**config.mk**
```make
export PLATFORM = sky130hd
export DESIGN_NAME = conv_rmst_arbiter_flat
export DESIGN_NICKNAME = d
export VERILOG_FILES = /design/src/rtl/conv_rmst_arbiter_if.sv /design/src/rtl/conv_rmst_arbiter.sv /design/src/flat_wrapper.sv
export SDC_FILE = /design/constraint.sdc
export NUM_CORES = 1
export LEC_CHECK = 0
export ABC_AREA = 0
export CORE_AREA = 2 2 177 179
export CTS_BUF_LIST = sky130_fd_sc_hd__clkbuf_4
export DETAILED_ROUTE_END_ITERATION = 8
export DIE_AREA = 0 0 179 181
export SYNTH_ARGS = -nofsm -noshare
export SYNTH_HDL_FRONTEND = slang
export SYNTH_SLANG_ARGS = --single-unit
```
**constraint.sdc**
```tcl
create_clock -name clk -period 2.9 [get_ports clk]
set_clock_uncertainty 0.15 [all_clocks]
set_input_delay 0.58 -clock clk [delete_from_list [all_inputs] [get_ports clk]]
set_output_delay 0.58 -clock clk [all_outputs]
set_load 0.01 [all_outputs]
```
**src/rtl/conv_rmst_arbiter_if.sv**
```systemverilog
// Bundle of requester-side and read-master-side signals around conv_rmst_arbiter.
// The arbiter takes the "master" modport because it drives the rmst_ctrl/user port.
interface conv_rmst_arbiter_if #(
  parameter int AW = 30,
  parameter int DW = 128
);
  logic          req0;
  logic          req1;
  logic [AW-1:0] base0;
  logic [AW-1:0] base1;
  logic [AW-1:0] len0;
  logic [AW-1:0] len1;
  logic          fixed0;
  logic          fixed1;
  logic          gnt0;
  logic          gnt1;
  logic          done0;
  logic          done1;
  logic          rd0;
  logic          rd1;
  logic          avail0;
  logic          avail1;
  logic [DW-1:0] rdata;
  logic          busy;
  logic          rmst_ctrl_fixed_location;
  logic [AW-1:0] rmst_ctrl_read_base;
  logic [AW-1:0] rmst_ctrl_read_length;
  logic          rmst_ctrl_go;
  logic          rmst_ctrl_done;
  logic          rmst_user_read_buffer;
  logic [DW-1:0] rmst_user_buffer_data;
  logic          rmst_user_data_available;

  modport master (
    input  req0, req1, base0, base1, len0, len1, fixed0, fixed1, rd0, rd1,
    input  rmst_ctrl_done, rmst_user_buffer_data, rmst_user_data_available,
    output gnt0, gnt1, done0, done1, avail0, avail1, rdata, busy,
    output rmst_ctrl_fixed_location, rmst_ctrl_read_base, rmst_ctrl_read_length,
    output rmst_ctrl_go, rmst_user_read_buffer
  );

  modport slave (
    output req0, req1, base0, base1, len0, len1, fixed0, fixed1, rd0, rd1,
    output rmst_ctrl_done, rmst_user_buffer_data, rmst_user_data_available,
    input  gnt0, gnt1, done0, done1, avail0, avail1, rdata, busy,
    input  rmst_ctrl_fixed_location, rmst_ctrl_read_base, rmst_ctrl_read_length,
    input  rmst_ctrl_go, rmst_user_read_buffer
  );
endinterface

```
**src/rtl/conv_rmst_arbiter.sv**
```systemverilog
// Round-robin sharing of one Avalon read master between the weight-prefetch (0)
// and feature-map (1) streams; each grant spans launch, beat forwarding and FIFO drain.
module conv_rmst_arbiter #(
  parameter int AW = 30,
  parameter int DW = 128
) (
  input  logic                clk,
  input  logic                rst,
  conv_rmst_arbiter_if.master bus
);

  typedef enum logic [2:0] {
    S_IDLE    = 3'd0,
    S_LAUNCH  = 3'd1,
    S_BUSY    = 3'd2,
    S_DRAIN   = 3'd3,
    S_RELEASE = 3'd4,
    S_ZERO    = 3'd5
  } state_e;

  state_e        state_q, state_d;
  logic          owner_q, owner_d;
  logic          last_q, last_d;
  logic          fixed_q, fixed_d;
  logic [AW-1:0] base_q, base_d;
  logic [AW-1:0] len_q, len_d;
  logic [AW-1:0] beat_cnt_q, beat_cnt_d;

  logic active_s;
  logic route_s;
  logic finish_s;
  logic rd_owner_s;
  logic read_buf_s;
  logic winner_s;

  assign active_s   = (state_q != S_IDLE);
  assign route_s    = (state_q == S_BUSY) || (state_q == S_DRAIN);
  assign finish_s   = (state_q == S_RELEASE) || (state_q == S_ZERO);
  assign rd_owner_s = owner_q ? bus.rd1 : bus.rd0;
  assign read_buf_s = route_s & rd_owner_s;
  // With both asking, whoever was not served last takes the master.
  assign winner_s   = (bus.req0 & bus.req1) ? ~last_q : bus.req1;

  always_comb begin
    state_d    = state_q;
    owner_d    = owner_q;
    last_d     = last_q;
    fixed_d    = fixed_q;
    base_d     = base_q;
    len_d      = len_q;
    beat_cnt_d = beat_cnt_q + AW'(read_buf_s & bus.rmst_user_data_available);
    unique case (state_q)
      S_IDLE: begin
        if (bus.req0 | bus.req1) begin
          owner_d = winner_s;
          base_d  = winner_s ? bus.base1  : bus.base0;
          len_d   = winner_s ? bus.len1   : bus.len0;
          fixed_d = winner_s ? bus.fixed1 : bus.fixed0;
          state_d = (len_d == '0) ? S_ZERO : S_LAUNCH;
        end
      end
      S_LAUNCH: begin
        beat_cnt_d = '0;
        state_d    = S_BUSY;
      end
      S_BUSY: begin
        if (bus.rmst_ctrl_done) state_d = S_DRAIN;
      end
      // Master done alone is not enough: buffered beats still belong to this owner.
      S_DRAIN: begin
        if (!bus.rmst_user_data_available && !rd_owner_s) state_d = S_RELEASE;
      end
      S_RELEASE, S_ZERO: begin
        last_d  = owner_q;
        state_d = S_IDLE;
      end
      default: state_d = S_IDLE;
    endcase
  end

  always_ff @(posedge clk or posedge rst) begin
    if (rst) begin
      state_q    <= S_IDLE;
      owner_q    <= 1'b0;
      last_q     <= 1'b1;
      fixed_q    <= 1'b0;
      base_q     <= '0;
      len_q      <= '0;
      beat_cnt_q <= '0;
    end else begin
      state_q    <= state_d;
      owner_q    <= owner_d;
      last_q     <= last_d;
      fixed_q    <= fixed_d;
      base_q     <= base_d;
      len_q      <= len_d;
      beat_cnt_q <= beat_cnt_d;
    end
  end

  assign bus.gnt0   = active_s & ~owner_q;
  assign bus.gnt1   = active_s & owner_q;
  assign bus.done0  = finish_s & ~owner_q;
  assign bus.done1  = finish_s & owner_q;
  assign bus.avail0 = route_s & ~owner_q & bus.rmst_user_data_available;
  assign bus.avail1 = route_s & owner_q & bus.rmst_user_data_available;
  assign bus.rdata  = bus.rmst_user_buffer_data;
  assign bus.busy   = active_s;

  assign bus.rmst_ctrl_fixed_location = fixed_q;
  assign bus.rmst_ctrl_read_base      = base_q;
  assign bus.rmst_ctrl_read_length    = len_q;
  assign bus.rmst_ctrl_go             = (state_q == S_LAUNCH);
  assign bus.rmst_user_read_buffer    = read_buf_s;

endmodule
```
**src/flat_wrapper.sv**
```systemverilog
// flat-port wrapper written by rule: the top's interface ports become plain ports
module conv_rmst_arbiter_flat 
#(
  parameter int AW = 30,
  parameter int DW = 128
)
  (clk, rst, bus_req0, bus_req1, bus_base0, bus_base1, bus_len0, bus_len1, bus_fixed0, bus_fixed1, bus_rd0, bus_rd1, bus_rmst_ctrl_done, bus_rmst_user_buffer_data, bus_rmst_user_data_available, bus_gnt0, bus_gnt1, bus_done0, bus_done1, bus_avail0, bus_avail1, bus_rdata, bus_busy, bus_rmst_ctrl_fixed_location, bus_rmst_ctrl_read_base, bus_rmst_ctrl_read_length, bus_rmst_ctrl_go, bus_rmst_user_read_buffer);
  conv_rmst_arbiter_if #(.AW(AW), .DW(DW)) bus_i ();
  input  logic clk;
  input  logic rst;
  input wire logic [$bits(bus_i.req0)-1:0] bus_req0;
  input wire logic [$bits(bus_i.req1)-1:0] bus_req1;
  input wire logic [$bits(bus_i.base0)-1:0] bus_base0;
  input wire logic [$bits(bus_i.base1)-1:0] bus_base1;
  input wire logic [$bits(bus_i.len0)-1:0] bus_len0;
  input wire logic [$bits(bus_i.len1)-1:0] bus_len1;
  input wire logic [$bits(bus_i.fixed0)-1:0] bus_fixed0;
  input wire logic [$bits(bus_i.fixed1)-1:0] bus_fixed1;
  input wire logic [$bits(bus_i.rd0)-1:0] bus_rd0;
  input wire logic [$bits(bus_i.rd1)-1:0] bus_rd1;
  input wire logic [$bits(bus_i.rmst_ctrl_done)-1:0] bus_rmst_ctrl_done;
  input wire logic [$bits(bus_i.rmst_user_buffer_data)-1:0] bus_rmst_user_buffer_data;
  input wire logic [$bits(bus_i.rmst_user_data_available)-1:0] bus_rmst_user_data_available;
  output wire logic [$bits(bus_i.gnt0)-1:0] bus_gnt0;
  output wire logic [$bits(bus_i.gnt1)-1:0] bus_gnt1;
  output wire logic [$bits(bus_i.done0)-1:0] bus_done0;
  output wire logic [$bits(bus_i.done1)-1:0] bus_done1;
  output wire logic [$bits(bus_i.avail0)-1:0] bus_avail0;
  output wire logic [$bits(bus_i.avail1)-1:0] bus_avail1;
  output wire logic [$bits(bus_i.rdata)-1:0] bus_rdata;
  output wire logic [$bits(bus_i.busy)-1:0] bus_busy;
  output wire logic [$bits(bus_i.rmst_ctrl_fixed_location)-1:0] bus_rmst_ctrl_fixed_location;
  output wire logic [$bits(bus_i.rmst_ctrl_read_base)-1:0] bus_rmst_ctrl_read_base;
  output wire logic [$bits(bus_i.rmst_ctrl_read_length)-1:0] bus_rmst_ctrl_read_length;
  output wire logic [$bits(bus_i.rmst_ctrl_go)-1:0] bus_rmst_ctrl_go;
  output wire logic [$bits(bus_i.rmst_user_read_buffer)-1:0] bus_rmst_user_read_buffer;
  assign bus_i.req0 = bus_req0;
  assign bus_i.req1 = bus_req1;
  assign bus_i.base0 = bus_base0;
  assign bus_i.base1 = bus_base1;
  assign bus_i.len0 = bus_len0;
  assign bus_i.len1 = bus_len1;
  assign bus_i.fixed0 = bus_fixed0;
  assign bus_i.fixed1 = bus_fixed1;
  assign bus_i.rd0 = bus_rd0;
  assign bus_i.rd1 = bus_rd1;
  assign bus_i.rmst_ctrl_done = bus_rmst_ctrl_done;
  assign bus_i.rmst_user_buffer_data = bus_rmst_user_buffer_data;
  assign bus_i.rmst_user_data_available = bus_rmst_user_data_available;
  assign bus_gnt0 = bus_i.gnt0;
  assign bus_gnt1 = bus_i.gnt1;
  assign bus_done0 = bus_i.done0;
  assign bus_done1 = bus_i.done1;
  assign bus_avail0 = bus_i.avail0;
  assign bus_avail1 = bus_i.avail1;
  assign bus_rdata = bus_i.rdata;
  assign bus_busy = bus_i.busy;
  assign bus_rmst_ctrl_fixed_location = bus_i.rmst_ctrl_fixed_location;
  assign bus_rmst_ctrl_read_base = bus_i.rmst_ctrl_read_base;
  assign bus_rmst_ctrl_read_length = bus_i.rmst_ctrl_read_length;
  assign bus_rmst_ctrl_go = bus_i.rmst_ctrl_go;
  assign bus_rmst_user_read_buffer = bus_i.rmst_user_read_buffer;
  conv_rmst_arbiter #(.AW(AW), .DW(DW)) u_core (.clk(clk), .rst(rst), .bus(bus_i));
endmodule
```
==> results.md, run 1 <==
- Starting Density: 14.1%
- Bufs on Longest Clock Path: 2
- Clk Tree Root Cell: clkbuf_4
- Core area: 30300 sq um
- H-tree depth: 3
- Synth Area per Inst: 9.47 sq um
- Initial DRT Pass Iterations: 4
- # nets final: 779
- Power Dens Cells: 809 nW/um^2
- Max rail drop VDD: 0.307 mV
- HPWL after detailed placement: 12300 um
- Vias per inst: 3.61
- CP max FO: 7
- Die width: 179 um
- Worst Reg-to-Reg Cells: 5
- Routed length per placed instance: 16.7 um
- CP endpoint kind: output port
- Die area: 32400 sq um
- I/O pin count: 456
- Ant. Diodes: 0
- Area contributors post-synth: dfrtp_1, buf_4, mux2i_1
- Buffer count from post-CTS setup fixing: 0
- FILL cells: 3378
- Fmax: 373 MHz
- Crit start category: flip-flop
- Congestion Overflow GR: 0
- Leakage: 2.28 nW
- R2r setup slk: 1.03 ns
- Via count: 3326
- Mapped Cells: 451
- Total number of clock tree sinks: 66
- Status: finished clean
- WP data arrival: 1.95 ns
- Die Y: 181 um
- # hold bufs at CTS: 0
- Hold Crit Class: input pin to async pin
- Final TNS setup: 0 ns
- Yosys cell types: 32
- Post-synth top area share: 38.1%
- First-pass GRT wire length: 21200 um
- Number of port buffers: 199
- Async SR Flop Fraction: 100%
- Clk slew on worst S/H paths: 0.13 ns
- Max_slew headroom: 53.6%
- FF+latch count, synth: 66
- Max Cap Viol: 0
- Cell taking the most area after synthesis: dfrtp_1
- Pin count of the biggest net entering global routing: 65
- Core Rows: 64
- Residual DRC: 0
- Tmin final: 2.68 ns
- Final slew viol count: 0
- R2R Path Start: u_core.state_q[1]
- Area growth, synth to finish: 37.7%
- CTS tree: built
- Clock latency at the later pin of the worst-skew pair: 0.44 ns
- EDFF count, synth: 0
- Syn_nets: 709
- Seq/Total Area, Yosys: 38.7%
- GPL Wtd Cong: 0.783
- Initial DRC Count: 60
- Most common cell in the netlist: buf_4
- Setup WS post-layout: 0.218 ns
- Slew @ Worst Pin: 0.696 ns
- Placed insts: 906
- Period utilisation layout: 92.5%
- Synth Flop Type: dfrtp_1
- Vias in the first global route: 3438
- Non-filler cells, final: 922
- GRT Resource Usage Total: 9.19%
- Placed inst area: 5750 sq um
- # setup viols final: 0
- RSZ-0062 raised after global routing: false
- Num CTS Buffers: 9
- Pre-CTS WS: 0.301 ns
- Design area: 5880 sq um
- CP Capture Point: bus_avail0
- Resized cells post-CTS: 0
- YS warnings: 0
- Final hold violation count: 0
- WP data required: 2.17 ns
- Antenna Violating Nets Remaining: 0
- Initial antenna violation count: 1
- Share of cells above drive strength 1: 5.70%
- R2r endpoint: u_core.bus.rmst_ctrl_read_base[28]
- Post-Syn Area: 4270 sq um
- Commonest cells post-synth: buf_4, nor2_1, dfrtp_1
- Crit Path Class: flip-flop to output port
- Drt total wl: 15400 um
- Setup crit start: u_core.state_q[1]
-- cell type report --
type | instances | area (sq um) | share of cell area, %
repair buffers | 208 | 2120 | 36.1
inverters | 3 | 12.5 | 0.213
multi-input cells | 233 | 1470 | 24.9
clock inverters | 6 | 57.6 | 0.978
well taps | 396 | 495 | 8.42
flip-flops and latches | 66 | 1650 | 28.1
clock buffers | 10 | 75.1 | 1.28
-- sequential cells by signal, indices dropped and copies added (netlist names) --
register,cells
u_core.state_q,3
u_core.bus.rmst_ctrl_read_length,30
u_core.bus.rmst_ctrl_read_base,30
u_core.last_q,1
u_core.bus.rmst_ctrl_fixed_location,1
u_core.owner_q,1
-- how the worst min path moves through the flow --
stage                     slack, ns                              endpoint                            startpoint
after CTS                      0.33  u_core.bus.rmst_ctrl_read_length[28]                                   rst
final                          0.37  u_core.bus.rmst_ctrl_read_length[28]                                   rst
after global placement         0.35  u_core.bus.rmst_ctrl_read_length[19]  u_core.bus.rmst_ctrl_read_length[19]
after detailed placement       0.37    u_core.bus.rmst_ctrl_read_base[22]    u_core.bus.rmst_ctrl_read_base[22]
after floorplan                0.34                     u_core.state_q[0]                     u_core.state_q[2]
after global routing           0.36  u_core.bus.rmst_ctrl_read_length[28]                                   rst
-- placed cells by master, fill, tap and decap left out, types with 2 or more instances in the layout --
master,instances
nor4_1,10
mux2i_1,62
buf_12,5
nor3_1,3
clkbuf_4,10
clkinv_1,2
nand4_1,3
clkdlybuf4s50_1,199
clkinvlp_4,2
nor2_1,72
dfrtp_1,65
clkinv_2,2
nand2_1,2
inv_1,2
buf_4,4
o21ai_0,2
a21oi_1,62
-- power breakdown --
group / internal, W / total, W / switching [W]
sequential: 0.00137 / 0.00164 / 0.000265
clock: 0.000266 / 0.000676 / 0.000411
combinational: 0.00135 / 0.00244 / 0.00109
-- kinds of logic (layout without fill, tap and decap cells) --
group | count (synthesis) | count (layout) | synth area share (%)
simple gates | 100 | 100 | 10.6
mux | 62 | 62 | 14.5
flops | 66 | 66 | 38.7
buf+inv | 152 | 227 | 27.4
compound gates | 71 | 71 | 8.84
-- metrics by stage --
stage | hold WS (ns) | total power, W | utilization (%)
6_report | 0.367 | 0.00476 | 19.4
4_1_cts | 0.330 | 0.00489 | 19.4
2_1_floorplan | 0.344 | 0.00296 | -
3_3_place_gp | 0.355 | 0.00409 | 18.9
3_5_place_dp | 0.366 | 0.00414 | 18.9
5_1_grt | 0.362 | 0.00514 | 19.4
-- worst max-delay path: stages (launching register included) --
cell,delay [ns]
dfrtp_1,0.47
nor2b_2,0.26
nand2_1,0.10
nor2_1,0.14
clkdlybuf4s50_1,0.56
-- per-layer routing --
metal	vias to the layer above	track usage, %	wire length, um
li1	1537	-	-
met1	1490	8.14	5060
met2	209	15.8	7260
met3	88	3.79	1780
met4	2	8.16	1250
met5	-	0	13
No activity file was read; power rests on OpenSTA's default activity.
==> inputs of run 2 (changes only) <==
--- a/config.mk
+++ b/config.mk
@@ -10,6 +10,8 @@
 export CTS_BUF_LIST = sky130_fd_sc_hd__clkbuf_4
 export DETAILED_ROUTE_END_ITERATION = 8
 export DIE_AREA = 0 0 179 181
+export PLACE_DENSITY = 0.44
+export RECOVER_POWER = 100
 export SYNTH_ARGS = -nofsm -noshare
 export SYNTH_HDL_FRONTEND = slang
 export SYNTH_SLANG_ARGS = --single-unit
==> results.md, run 2 (synthesized netlist as in run 1, its figures left out) <==
- Congestion Overflow GR: 0
- Drt total wl: 15800 um
- Max rail drop VDD: 0.295 mV
- CP endpoint kind: output port
- Period utilisation layout: 94.9%
- CTS tree: built
- Vias per inst: 3.60
- Crit Path Class: flip-flop to output port
- Register area: 1650 sq um
- Multi-input combinational cell area: 1470 sq um
- Power Dens Cells: 780 nW/um^2
- RSZ-0062 raised after global routing: false
- Initial antenna violation count: 2
- Die Y: 181 um
- Initial DRT Pass Iterations: 4
- Max Cap Viol: 0
- WHS: 0.338 ns
- Final Core Density: 19.3%
- Initial DRC Count: 64
- Total number of clock tree sinks: 66
- Crit start category: flip-flop
- First-pass GRT wire length: 21800 um
- GPL Wtd Cong: 0.674
- Hold Crit Class: flip-flop to flip-flop
- Via count: 3334
- Most frequent cells in the layout: clkdlybuf4s50_1, nor2_1, dlygate4sd3_1, dfrtp_1
- Max_slew headroom: 13.8%
- Most common cell after layout, fill and taps aside: clkdlybuf4s50_1
- Core area: 30300 sq um
- Core Rows: 64
- Die area: 32400 sq um
- Clk slew on worst S/H paths: 0.13 ns
- Status: finished clean
- Final TNS setup: 0 ns
- Clock latency at the later pin of the worst-skew pair: 0.43 ns
- Clk Tree Root Cell: clkbuf_4
- Num CTS Buffers: 9
- Residual DRC: 0
- Die width: 179 um
- Bufs on Longest Clock Path: 2
- Final hold violation count: 0
- WP data required: 2.17 ns
- Routed length per placed instance: 17.0 um
- Pin count of the biggest net entering global routing: 72
- WP data arrival: 2.02 ns
- R2r setup slk: 0.33 ns
- HPWL after detailed placement: 12600 um
- H-tree depth: 3
- Starting Density: 14.1%
- Vias in the first global route: 3411
- Area growth, synth to finish: 37.2%
- Slew @ Worst Pin: 1.29 ns
- I/O pin count: 456
- Tmin final: 2.75 ns
- Ant. Diodes: 0
- Placed insts: 908
- CP max FO: 5
- Fmax: 363 MHz
- # setup viols final: 0
- Non-filler cells, final: 925
- GRT Resource Usage Total: 9.44%
- Number of port buffers: 199
- FILL cells: 3407
- # nets final: 783
- Share of cells above drive strength 1: 6.62%
- Antenna Violating Nets Remaining: 0
- Leakage: 2.25 nW
- Final slew viol count: 0
-- run 2: final timing paths --
kind / start / end / cells after the start
max: u_core.owner_q / bus_done1 / 3
min: u_core.state_q[2] / u_core.state_q[1] / 1
max reg2reg: u_core.state_q[1] / u_core.bus.rmst_ctrl_read_base[3] / 6
min reg2reg: u_core.state_q[2] / u_core.state_q[1] / 1
max in group asynchronous: rst / u_core.state_q[2] / 3
min in group asynchronous: rst / u_core.bus.rmst_ctrl_read_base[14] / 2
-- run 2: repair_timing --
item,4_1_cts,5_1_grt
buffers inserted,1,1
pin swaps,0,0
cloned,0,0
endpoints found under the setup margin,2,1
resized for setup,2,0
hold buffers,0,0
-- run 2: metrics by stage --
stage | area (sq um) | setup WS [ns] | total power (W)
after floorplan | 4270 | 0.517 | 0.00296
after global placement | 5750 | 0.213 | 0.00418
after detailed placement | 5750 | 0.226 | 0.00419
after CTS | 5890 | 0.0380 | 0.00493
after global routing | 5860 | 0.0115 | 0.00499
final | 5860 | 0.149 | 0.00457
-- run 2: area by class of cell --
cell class	count	area share, %
clock buffers	9	1.15
clock inverters	6	1.00
inverters	3	0.213
multi-input cells	233	25.0
flip-flops and latches	66	28.2
well taps	396	8.45
repair buffers	212	35.9
-- run 2: worst max-delay path: stages (launching register included) --
cell and delay (ns):
dfrtp_1 0.58, inv_1 0.20, nor2_1 0.18, clkdlybuf4s50_1 0.64
-- run 2: per-layer routing --
metal  vias to the layer above  GRT usage, %  wire, um
met1                      1521          9.16      5590
met3                        69          3.54      1540
li1                       1545             -         -
met2                       195          16.6      7730
met4                         4          6.05       873
met5                         -             0        27
-- run 2: report_power, final --
group / internal [W] / switching [W] / leakage [nW] / total [W]
sequential: 0.00137 / 0.000249 / 0.729 / 0.00162
clock: 0.000252 / 0.000401 / 0.0652 / 0.000654
combinational: 0.00119 / 0.00110 / 1.46 / 0.00229
total: 0.00282 / 0.00175 / 2.25 / 0.00457
==> inputs of run 3 (changes only) <==
--- a/config.mk
+++ b/config.mk
@@ -10,6 +10,7 @@
 export CTS_BUF_LIST = sky130_fd_sc_hd__clkbuf_4
 export DETAILED_ROUTE_END_ITERATION = 8
 export DIE_AREA = 0 0 179 181
+export MAX_ROUTING_LAYER = met4
 export PLACE_DENSITY = 0.44
 export RECOVER_POWER = 100
 export SYNTH_ARGS = -nofsm -noshare
==> results.md, run 3 (synthesized netlist as in run 1, its figures left out) <==
- Status: finished clean
- Setup crit start: u_core.owner_q
- WP data required: 2.17 ns
- Most common cell after layout, fill and taps aside: clkdlybuf4s50_1
- Period utilisation layout: 95.1%
- GRT Resource Usage Total: 9.71%
- CP max FO: 5
- R2R Path Start: u_core.state_q[1]
- Total number of clock tree sinks: 66
- Initial antenna violation count: 2
- R2r setup slk: 0.35 ns
- GPL Wtd Cong: 0.683
- Antenna Violating Nets Remaining: 0
- Final slew viol count: 0
- Final Core Density: 19.3%
- Via count: 3327
- FILL cells: 3407
- I/O pin count: 456
- RSZ-0062 raised after global routing: false
- Crit path depth: 3
- Slowest stage delay, CP: 0.64 ns
- R2r endpoint: u_core.bus.rmst_ctrl_read_base[3]
- Final hold violation count: 0
- Pin count of the biggest net entering global routing: 72
- M2 GR Usage: 16.5%
- Max Cap Viol: 0
- Fmax: 363 MHz
- Drt total wl: 15700 um
- H-tree depth: 3
- Vias in the first global route: 3419
- Placed inst area: 5750 sq um
- CTS tree: built
- Pre-CTS WS: 0.226 ns
- CP endpoint kind: output port
- Family with the most delay on the worst path: buffers and inverters
- Design area: 5850 sq um
- GRT met1 Usage: 9.38%
- WP buf/inv: 2
- Initial DRC Count: 60
- Vias per inst: 3.59
- Clk slew on worst S/H paths: 0.13 ns
- CP Cell Sequence: inv_1 > nor2_1 > clkdlybuf4s50_1
- Routed length per placed instance: 17.0 um
- Placed insts: 908
- Hold Crit Class: flip-flop to flip-flop
- Max rail drop VDD: 0.296 mV
- Number of port buffers: 199
- Core area: 30300 sq um
- Die width: 179 um
- Starting Density: 14.1%
- WP data arrival: 2.03 ns
- # nets final: 783
- CP Capture Point: bus_done1
- Hold Crit Depth: 1
- # setup viols final: 0
- Area growth, synth to finish: 36.9%
- GRT Max-Usage Layer: met2
- HPWL after detailed placement: 12600 um
- Congestion Overflow GR: 0
- Clk Tree Root Cell: clkbuf_4
- Die area: 32400 sq um
- Non-filler cells, final: 927
- Met3 Usage GRT: 3.35%
- Worst Reg-to-Reg Cells: 6
- Clock latency at the later pin of the worst-skew pair: 0.44 ns
- Residual DRC: 0
- Final TNS setup: 0 ns
- Power Dens Cells: 780 nW/um^2
- Slowest-stage cell, CP: clkdlybuf4s50_1
- First-pass GRT wire length: 21700 um
- Initial DRT Pass Iterations: 4
- Bufs on Longest Clock Path: 2
- Core Rows: 64
- Slew @ Worst Pin: 1.28 ns
- Share of cells above drive strength 1: 6.62%
- Setup WS post-layout: 0.142 ns
- Crit Path Class: flip-flop to output port
- # hold bufs at CTS: 0
- Num CTS Buffers: 9
- Crit start category: flip-flop
- Tmin final: 2.76 ns
- Most frequent cells in the layout: clkdlybuf4s50_1, nor2_1, dlygate4sd3_1, dfrtp_1
- Leakage: 2.25 nW
- Die Y: 181 um
- Max_slew headroom: 14.1%
run 3: cell types whose count changed in the layout (fill, tap and decap cells not counted):
cell and change:
buf_12 -1, clkbuf_2 +1, diode_2 +2
run 3: layer usage:
metal	wire, um	part of all wire [%]
met5	0	0
met4	869	5.5
met3	1500	9.5
met2	7740	49
met1	5630	36
run 3: cell type report:
class / instances / area (sq um) / area share, %
antenna: 2 / 5.00 / 0.0855
clock buffer: 9 / 67.6 / 1.15
clock inverter: 6 / 58.8 / 1.01
inverter: 3 / 12.5 / 0.214
multi-input combinational: 233 / 1470 / 25.1
sequential: 66 / 1650 / 28.3
tap: 396 / 495 / 8.47
timing repair buffer: 212 / 2090 / 35.7
run 3: what timing repair did:
item,CTS,global route
resized for setup,2,0
endpoints found under the hold margin,0,0
endpoints found under the setup margin,2,1
setup buffers,1,1
run 3: where the power goes:
group	internal, W	leakage (nW)	switching, W
clock	0.000252	0.0652	0.000402
combinational	0.00119	1.46	0.00110
sequential	0.00137	0.729	0.000246
total	0.00281	2.25	0.00175
run 3: worst min-delay path by stage:
stage | start | endpoint
3_5_place_dp | u_core.bus.rmst_ctrl_read_length[24] | u_core.bus.rmst_ctrl_read_length[24]
3_3_place_gp | u_core.bus.rmst_ctrl_read_length[12] | u_core.bus.rmst_ctrl_read_length[12]
6_report | u_core.state_q[2] | u_core.state_q[1]
2_1_floorplan | u_core.state_q[2] | u_core.state_q[0]
4_1_cts | rst | u_core.bus.rmst_ctrl_read_base[17]
5_1_grt | u_core.state_q[2] | u_core.state_q[1]
run 3: stage by stage:
step / hold slack (ns) / power (W)
4_1_cts: 0.257 / 0.00493
3_5_place_dp: 0.365 / 0.00419
2_1_floorplan: 0.344 / 0.00296
5_1_grt: 0.369 / 0.00499
3_3_place_gp: 0.357 / 0.00418
6_report: 0.338 / 0.00456
